### config.mk
export PLATFORM = sky130hd
export DESIGN_NAME = icache_blk
export DESIGN_NICKNAME = d
export VERILOG_FILES = /design/src/rtl/cpu_types_pkg.sv /design/src/rtl/icache_pkg.sv /design/src/rtl/icache_fill_ctrl.sv /design/src/rtl/icache_blk.sv
export SDC_FILE = /design/constraint.sdc
export NUM_CORES = 2
export LEC_CHECK = 0
export CAP_MARGIN = 5
export CORE_MARGIN = 2
export CORE_UTILIZATION = 56
export CTS_CLUSTER_DIAMETER = 50
export DETAILED_ROUTE_END_ITERATION = 16
export PLACE_DENSITY_LB_ADDON = 0.1
export SYNTH_ARGS = -nofsm -noshare
export SYNTH_HDL_FRONTEND = slang
export SYNTH_SLANG_ARGS = --single-unit
### constraint.sdc
create_clock -name CLK -period 64.5 [get_ports CLK]
set_input_delay 19.35 -clock CLK [delete_from_list [all_inputs] [get_ports CLK]]
set_output_delay 19.35 -clock CLK [all_outputs]
set_load 0.005 [all_outputs]
### src/rtl/cpu_types_pkg.sv
// Shared datapath types used across the CPU memory hierarchy.
package cpu_types_pkg;
    typedef logic [31:0] word_t;
endpackage

### src/rtl/icache_pkg.sv
// Instruction cache shared definitions: fill FSM state encoding.
package icache_pkg;
    typedef enum logic [1:0] {
        IDLE  = 2'd0,
        FILL  = 2'd1,
        WRITE = 2'd2
    } icache_state_t;
endpackage

### src/rtl/icache_fill_ctrl.sv
// Miss fill controller: fetches a whole block word by word into a line buffer,
// then pulses install for one cycle unless aborted or flushed.
module icache_fill_ctrl
    import cpu_types_pkg::*;
    import icache_pkg::*;
#(
    parameter int BLOCK_WORDS = 2,
    parameter int LW          = 29
) (
    input  logic                     clk_i,
    input  logic                     rst_i,
    input  logic                     start_i,
    input  logic [LW-1:0]            miss_line_i,
    input  logic                     abort_i,
    input  logic                     flush_i,
    input  logic                     iwait_i,
    input  word_t                    iload_i,
    output logic                     iren_o,
    output word_t                    iaddr_o,
    output logic                     fill_start_o,
    output logic                     install_o,
    output logic [LW-1:0]            install_line_o,
    output word_t [BLOCK_WORDS-1:0]  install_data_o
);
    localparam int WOFF = $clog2(BLOCK_WORDS);
    localparam int CW   = (WOFF > 0) ? WOFF : 1;

    icache_state_t           state_q, state_d;
    logic [CW-1:0]           cnt_q, cnt_d;
    logic [LW-1:0]           line_q, line_d;
    word_t [BLOCK_WORDS-1:0] buf_q, buf_d;

    always_ff @(posedge clk_i or posedge rst_i) begin
        if (rst_i) begin
            state_q <= IDLE;
            cnt_q   <= '0;
            line_q  <= '0;
            buf_q   <= '0;
        end else begin
            state_q <= state_d;
            cnt_q   <= cnt_d;
            line_q  <= line_d;
            buf_q   <= buf_d;
        end
    end

    always_comb begin
        state_d      = state_q;
        cnt_d        = cnt_q;
        line_d       = line_q;
        buf_d        = buf_q;
        iren_o       = 1'b0;
        iaddr_o      = '0;
        fill_start_o = 1'b0;
        install_o    = 1'b0;
        unique case (state_q)
            IDLE: begin
                if (start_i) begin
                    state_d      = FILL;
                    cnt_d        = '0;
                    line_d       = miss_line_i;
                    fill_start_o = 1'b1;
                end
            end
            FILL: begin
                iren_o  = 1'b1;
                iaddr_o = (32'(line_q) << (WOFF + 2)) | (32'(cnt_q) << 2);
                // A redirect or flush wins over a word arriving in the same cycle.
                if (flush_i || abort_i) begin
                    state_d = IDLE;
                end else if (!iwait_i) begin
                    buf_d[cnt_q] = iload_i;
                    cnt_d        = cnt_q + 1'b1;
                    if (cnt_q == CW'(BLOCK_WORDS - 1)) begin
                        state_d = WRITE;
                    end
                end
            end
            WRITE: begin
                install_o = !flush_i && !abort_i;
                state_d   = IDLE;
            end
            default: state_d = IDLE;
        endcase
    end

    assign install_line_o = line_q;
    assign install_data_o = buf_q;
endmodule

### src/rtl/icache_blk.sv
// Direct-mapped multi-word-block instruction cache with flush and abort.
// Optional hit/miss counters are compiled in with ICACHE_PERF_EN.
module icache_blk
    import cpu_types_pkg::*;
    import icache_pkg::*;
#(
    parameter int SETS        = 16,
    parameter int BLOCK_WORDS = 2
) (
    input  logic        CLK,
    input  logic        RST,
    input  logic        imemREN,
    input  logic [31:0] imemaddr,
    input  logic        pcRST,
    input  logic        iflush,
    output logic        ihit,
    output logic [31:0] imemload,
    output logic        iREN,
    output logic [31:0] iaddr,
    input  logic        iwait,
    input  logic [31:0] iload
`ifdef ICACHE_PERF_EN
    ,
    output logic [31:0] hit_count,
    output logic [31:0] miss_count
`endif
);
    localparam int WOFF = $clog2(BLOCK_WORDS);
    localparam int CW   = (WOFF > 0) ? WOFF : 1;
    localparam int IDX  = $clog2(SETS);
    localparam int LW   = 30 - WOFF;
    localparam int TW   = LW - IDX;

    logic [SETS-1:0]         valid_q;
    logic [TW-1:0]           tag_q  [SETS];
    word_t [BLOCK_WORDS-1:0] data_q [SETS];

    logic [IDX-1:0] req_idx;
    logic [TW-1:0]  req_tag;
    logic [CW-1:0]  req_woff;
    logic [1:0]     unused_byte_off;

    logic                    fill_start, install;
    logic [LW-1:0]           install_line;
    word_t [BLOCK_WORDS-1:0] install_data;
    logic [IDX-1:0]          ins_idx;

    assign req_idx         = imemaddr[WOFF+2 +: IDX];
    assign req_tag         = imemaddr[31 -: TW];
    assign unused_byte_off = imemaddr[1:0];

    if (WOFF > 0) begin : g_woff
        assign req_woff = imemaddr[2 +: CW];
    end else begin : g_no_woff
        assign req_woff = '0;
    end

    assign ihit     = valid_q[req_idx] && (tag_q[req_idx] == req_tag);
    assign imemload = ihit ? data_q[req_idx][req_woff] : '0;

    icache_fill_ctrl #(
        .BLOCK_WORDS(BLOCK_WORDS),
        .LW         (LW)
    ) u_fill (
        .clk_i         (CLK),
        .rst_i         (RST),
        .start_i       (imemREN && !pcRST && !iflush && !ihit),
        .miss_line_i   (imemaddr[31:WOFF+2]),
        .abort_i       (pcRST),
        .flush_i       (iflush),
        .iwait_i       (iwait),
        .iload_i       (iload),
        .iren_o        (iREN),
        .iaddr_o       (iaddr),
        .fill_start_o  (fill_start),
        .install_o     (install),
        .install_line_o(install_line),
        .install_data_o(install_data)
    );

    assign ins_idx = install_line[IDX-1:0];

    // Flush only drops valid bits; stale tags/data are harmless once invalid.
    always_ff @(posedge CLK or posedge RST) begin
        if (RST) begin
            valid_q <= '0;
            for (int s = 0; s < SETS; s++) begin
                tag_q[s]  <= '0;
                data_q[s] <= '0;
            end
        end else if (iflush) begin
            valid_q <= '0;
        end else if (install) begin
            valid_q[ins_idx] <= 1'b1;
            tag_q[ins_idx]   <= install_line[LW-1:IDX];
            data_q[ins_idx]  <= install_data;
        end
    end

`ifdef ICACHE_PERF_EN
    logic [31:0] hit_q, miss_q;

    always_ff @(posedge CLK or posedge RST) begin
        if (RST) begin
            hit_q  <= '0;
            miss_q <= '0;
        end else begin
            if (imemREN && ihit && !pcRST && (hit_q != 32'hFFFF_FFFF)) begin
                hit_q <= hit_q + 32'd1;
            end
            if (fill_start && (miss_q != 32'hFFFF_FFFF)) begin
                miss_q <= miss_q + 32'd1;
            end
        end
    end

    assign hit_count  = hit_q;
    assign miss_count = miss_q;
`else
    logic unused_fill_start;
    assign unused_fill_start = fill_start;
`endif
endmodule
; ---- After elaboration in Yosys (flattened, before gate mapping)
; Cells that the tools add are included.
; Widths: inputs -> output; s select.
[totals]
regBits = 1536
input_bits = 70
output_inout_bits = 66
wordCells = 135
[classes]
add_sub_neg = 1
n_lt_le_gt_ge = 9
n_eq_ne = 8
muxes = 36
n_bitwise = 7
reduce_logical = 20
[op_table]
columns = operator, count
row1 = $bwmux 1024, 1
row2 = $bwmux 400, 1
row3 = $bmux 64 s4, 1
row4 = $demux 64 s4, 1
row5 = $mux 64, 3
row6 = $mux 32, 5
row7 = $bmux 25 s4, 1
row8 = $demux 25 s4, 1
row9 = $mux 25, 3
row10 = $bwmux 64, 1
row11 = $demux 32 s1, 1
row12 = $mux 16, 2
row13 = $or 32x3->32, 1
row14 = $eq 25x25->1, 1
row15 = $or 16x16->16, 1
row16 = $ge 5x5->1 const B, 2
row17 = $lt 4x5->1 const B, 2
row18 = $not 4->5, 2
row19 = $logic_and 1x1->1, 8
row20 = $mux 2, 4
row21 = $mux 1, 7
row22 = $reduce_and 3->1, 2
row23 = $lt 5x1->1 const B, 1
row24 = $bmux 1 s4, 1
row25 = 20 further kinds, 28

; ---- Depth between registers and ports, before layout
[logic_depth]
word_depth = 10
ltp_mapped = 14
depth_no_buf = 9

; ---- Hierarchy
; From an unflattened synthesis, not the netlist that was laid out.
[unflattened]
cells_unflattened = 4188
area_unflattened_um2 = 69456.6
[by_module_without_submodules]
columns = mod, n_inst, cells_each, area_per_inst_um2, seq_area_each_um2
row1 = icache_blk, 1, 3940, 65482.8, 36034.6
row2 = icache_fill_ctrl, 1, 248, 3973.8, 2402.3

; ---- Worst setup path before layout
; OpenSTA, ideal clock, no wires.
[synth_path]
kind = input to output
start = input port imemaddr[4]
end = output port imemload[10]
arrival_ps = 22186
t_required_ps = 45150
setup_slack_ps = 22964
stages = 10
n_path_buf = 6
cell_sequence = buf_4 buf_2 buf_4 buf_2 buf_2 buf_1 mux4_2 mux4_2 mux2i_1 nor2_1
[synth_between]
elab_chain_cells = 7
word_cells_on_any_way = 14
cone_classes = eq/ne: 1 / mux: 11 / bitwise: 1 / reduce/logical: 1
[synth_lines]
columns = element, line_no
row1 = "start, declared", icache_blk.sv:13  ; input logic [31:0] imemaddr,
row2 = $not 4->5 (not written as such), "icache_blk.sv:58, icache_blk.sv:59"
row3 = $bmux 25 s4 or $bmux 64 s4 (tied branches), "icache_blk.sv:58, icache_blk.sv:59"
row4 = $mux 25 (not written as such) or $mux 64 (tied branches) (2 in series), "icache_blk.sv:58, icache_blk.sv:59"
row5 = $eq 25x25->1 or $mux 32 (tied branches), "icache_blk.sv:58, icache_blk.sv:59"
row6 = $logic_and 1x1->1 or $mux 32 (tied branches), "icache_blk.sv:58, icache_blk.sv:59"
row7 = $mux 32 (*), icache_blk.sv:59  ; assign imemload = ihit ? data_q[req_idx][req_woff] : '0;
row8 = "end, declared", icache_blk.sv:17  ; output logic [31:0] imemload,
; Every way passes the cells marked *; elsewhere a longest branch is shown, timed or not. The select of a mux whose other input is x is not followed.

; ---- Final worst setup path
[layout_path]
start = input port imemaddr[3]
end = output port imemload[31]
; Same word-level chain as after synthesis.

==> results.sh <==
export IMPL_firstDrtPassIters=5
export IMPL_final_setup_tns_ps=0
export IMPL_synth_edf_count=0
export IMPL_cts_tree="built"
export IMPL_drive_above_1_share_pct=51.8
export IMPL_cts_root_buffer="clkbuf_16"
export IMPL_seq_area_um2=38400
export IMPL_path_class="input port to output port"
export IMPL_layout_setup_ws_ps=19600
export IMPL_htreeDepth=4
export IMPL_powerDensity_nw_per_um2=26.9
export IMPL_drc=0
export IMPL_netlist_area_um2=68800
export IMPL_skew_ps=22.8
export IMPL_async_flop_share_pct=100
export IMPL_netlist_instances=4234
export IMPL_cts_buffers_inserted=169
export IMPL_peakVddDrop_v=0.0000274
export IMPL_post_cts_setup_buffers=0
export IMPL_clock_latency_ps=750
export IMPL_netlist_cell_type_count=38
export IMPL_max_slew_margin_pct=14.4
export IMPL_die_w_um=355
export IMPL_hp_class="register to register"
export IMPL_io_pins=136
export IMPL_cp_end_kind="output port"
export IMPL_area_delta_synth_final_pct=11.9
export IMPL_grt_overflow_total=0
export IMPL_fillerInstances=8968
export IMPL_hold_depth=2
export IMPL_nets=4301
export IMPL_worstReg2RegStart="tag_q[22]"
export IMPL_crit_path_start="imemaddr[3]"
export IMPL_grt_pass1_wl_mm=247
export IMPL_clock_sinks=1536
export IMPL_avgViaCountPerCell=6.16
export IMPL_min_period_ps=44900
export IMPL_initial_core_util_pct=56.5
export IMPL_yosys_warnings=0
export IMPL_layout_common_cells="1536 x dfrtp_1, 1468 x mux2_2, 411 x mux4_2"
export IMPL_setup_viol=0
export IMPL_path_max_fanout=104
export IMPL_finalCritPeriodShare_pct=69.6
export IMPL_finalWirelength_mm=158
export IMPL_ant_nets=0
export IMPL_grt_max_degree=169
export IMPL_grt_use_total_pct=25.9
export IMPL_rsz0062_at_grt="false"
export IMPL_max_freq_mhz=22.3
export IMPL_clockBufferDepth=3
export IMPL_layout_commonest_cell="dfrtp_1"
export IMPL_numPortBuffers=131
export IMPL_wl_per_cell_um=26.4
export IMPL_worstHoldStart="valid_q[2]"
export IMPL_antenna_found_initial=2
export IMPL_dp_slack_ps=19470
export IMPL_vias=36876
export IMPL_yosys_register_bits=1536
export IMPL_startpoint_type="input port"
export IMPL_cts_resized=0
export IMPL_rows=128
export IMPL_die_h_um=355
export IMPL_hold_buffers=0
export IMPL_final_max_slew_viol_count=0
export IMPL_hold_path_end="valid_q[2]"
export IMPL_core_area_um2=122000
export IMPL_worstPathArrival_ps=25550
export IMPL_seq_area_frac_synth_pct=55.8
export IMPL_maxCapViolations=0
export IMPL_p_leak_uw=0.0377
export IMPL_synth_top_flop_cell="dfrtp_1"
export IMPL_place_hpwl_mm=82.2
export IMPL_first_global_vias=39143
export IMPL_dieArea_um2=126000
export IMPL_worstMarginPinSlew_ps=1280
export IMPL_avgSynthCellArea_um2=16.3
export IMPL_multi_input_area_um2=29000
export IMPL_worstReg2RegEnd="u_fill.install_line_o[19]"
export IMPL_routabilityCongestion=0.721
export IMPL_hold_viol_final=0
export IMPL_rr_worst_depth=9
export IMPL_status="complete, no violations"
export IMPL_crit_required_ps=45150
export IMPL_clk_pin_slew_ps=50
export IMPL_drt_iter0_drc=2603
export IMPL_reg2reg_slack_ps=59380
worst max-delay path by stage:
stage,to,slack (ps)
after global placement,imemload[31],19500
after floorplan,data_q[0],1820
after CTS,imemload[31],19470
after detailed placement,imemload[31],19470
after global routing,imemload[31],19220
final,imemload[31],19600
through the flow:
step | area (um^2) | instances | hold WS [ps] | util, % | power [uW]
final | 77000 | 5987 | 497 | 63.2 | 2070
after global routing | 77000 | 5985 | 506 | 63.2 | 2150
after CTS | 77000 | 5985 | 499 | 63.2 | 2100
after detailed placement | 71400 | 5685 | 487 | 58.6 | 1120
after global placement | 71400 | 5685 | 473 | 58.6 | 1120
after floorplan | 68900 | 4235 | 457 | - | 1090
synth_stat cells, types with 21 or more instances:
| cell | n | area share, % |
|---|---|---|
| mux2i_1 | 97 | 1.4 |
| nand2_1 | 115 | 0.63 |
| nor2_1 | 54 | 0.29 |
| mux2_4 | 28 | 0.61 |
| buf_2 | 34 | 0.25 |
| buf_1 | 54 | 0.29 |
| xnor2_1 | 22 | 0.28 |
| clkbuf_1 | 265 | 1.4 |
| and2_1 | 32 | 0.29 |
| xor2_1 | 21 | 0.27 |
| dfrtp_1 | 1536 | 56 |
| mux2_2 | 1468 | 24 |
| mux4_2 | 411 | 13 |
report_power, final:
group | internal [uW] | total, uW | switching (uW)
combinational | 34.0 | 82.8 | 48.7
clock | 584 | 970 | 386
sequential | 974 | 1020 | 47.3
total | 1590 | 2070 | 482
area by class of cell:
type / instances / share of cell area (%)
diodes: 2 / 0.00650
clock buffers: 247 / 6.44
clock inverters: 53 / 0.832
inverters: 13 / 0.0731
multi-input cells: 2317 / 37.7
flip-flops and latches: 1536 / 49.9
well taps: 1625 / 2.64
repair buffers: 194 / 2.45
routing by layer:
layer	part of all wire, %	GRT usage [%]	vias up
li1	-	-	15682
met1	47	39.3	20320
met2	47	40.2	671
met3	3.9	3.39	201
met4	1.7	5.91	2
met5	0.0044	0	-
sequential cells by signal, summed over array words and instances, names as in the netlist:
name	cells
data_q	1024
tag_q	400
u_fill.install_data_o	64
u_fill.install_line_o	29
valid_q	16
u_fill.state_q	2
u_fill.cnt_q	1
logic make-up after synthesis:
| group | after synthesis | synth area share (%) |
|---|---|---|
| other | 1 | 0.00545 |
| muxes | 2004 | 39.5 |
| DFF | 1536 | 55.8 |
| xor gates and xnor gates | 43 | 0.547 |
| buffers and inverters | 382 | 2.27 |
| and+or+nand+nor | 229 | 1.47 |
| AOI/OAI and AO/OA | 39 | 0.405 |
critical path: stages:
cell and delay [ps]:
buf_8 590, buf_12 660, buf_4 930, mux2i_1 270
mux2i_1 110, xor2_1 240, nor4_1 800, and4_1 370
nand4_4 840, nor2_1 470, clkdlybuf4s50_1 560
(Power assumes the default switching activity.)
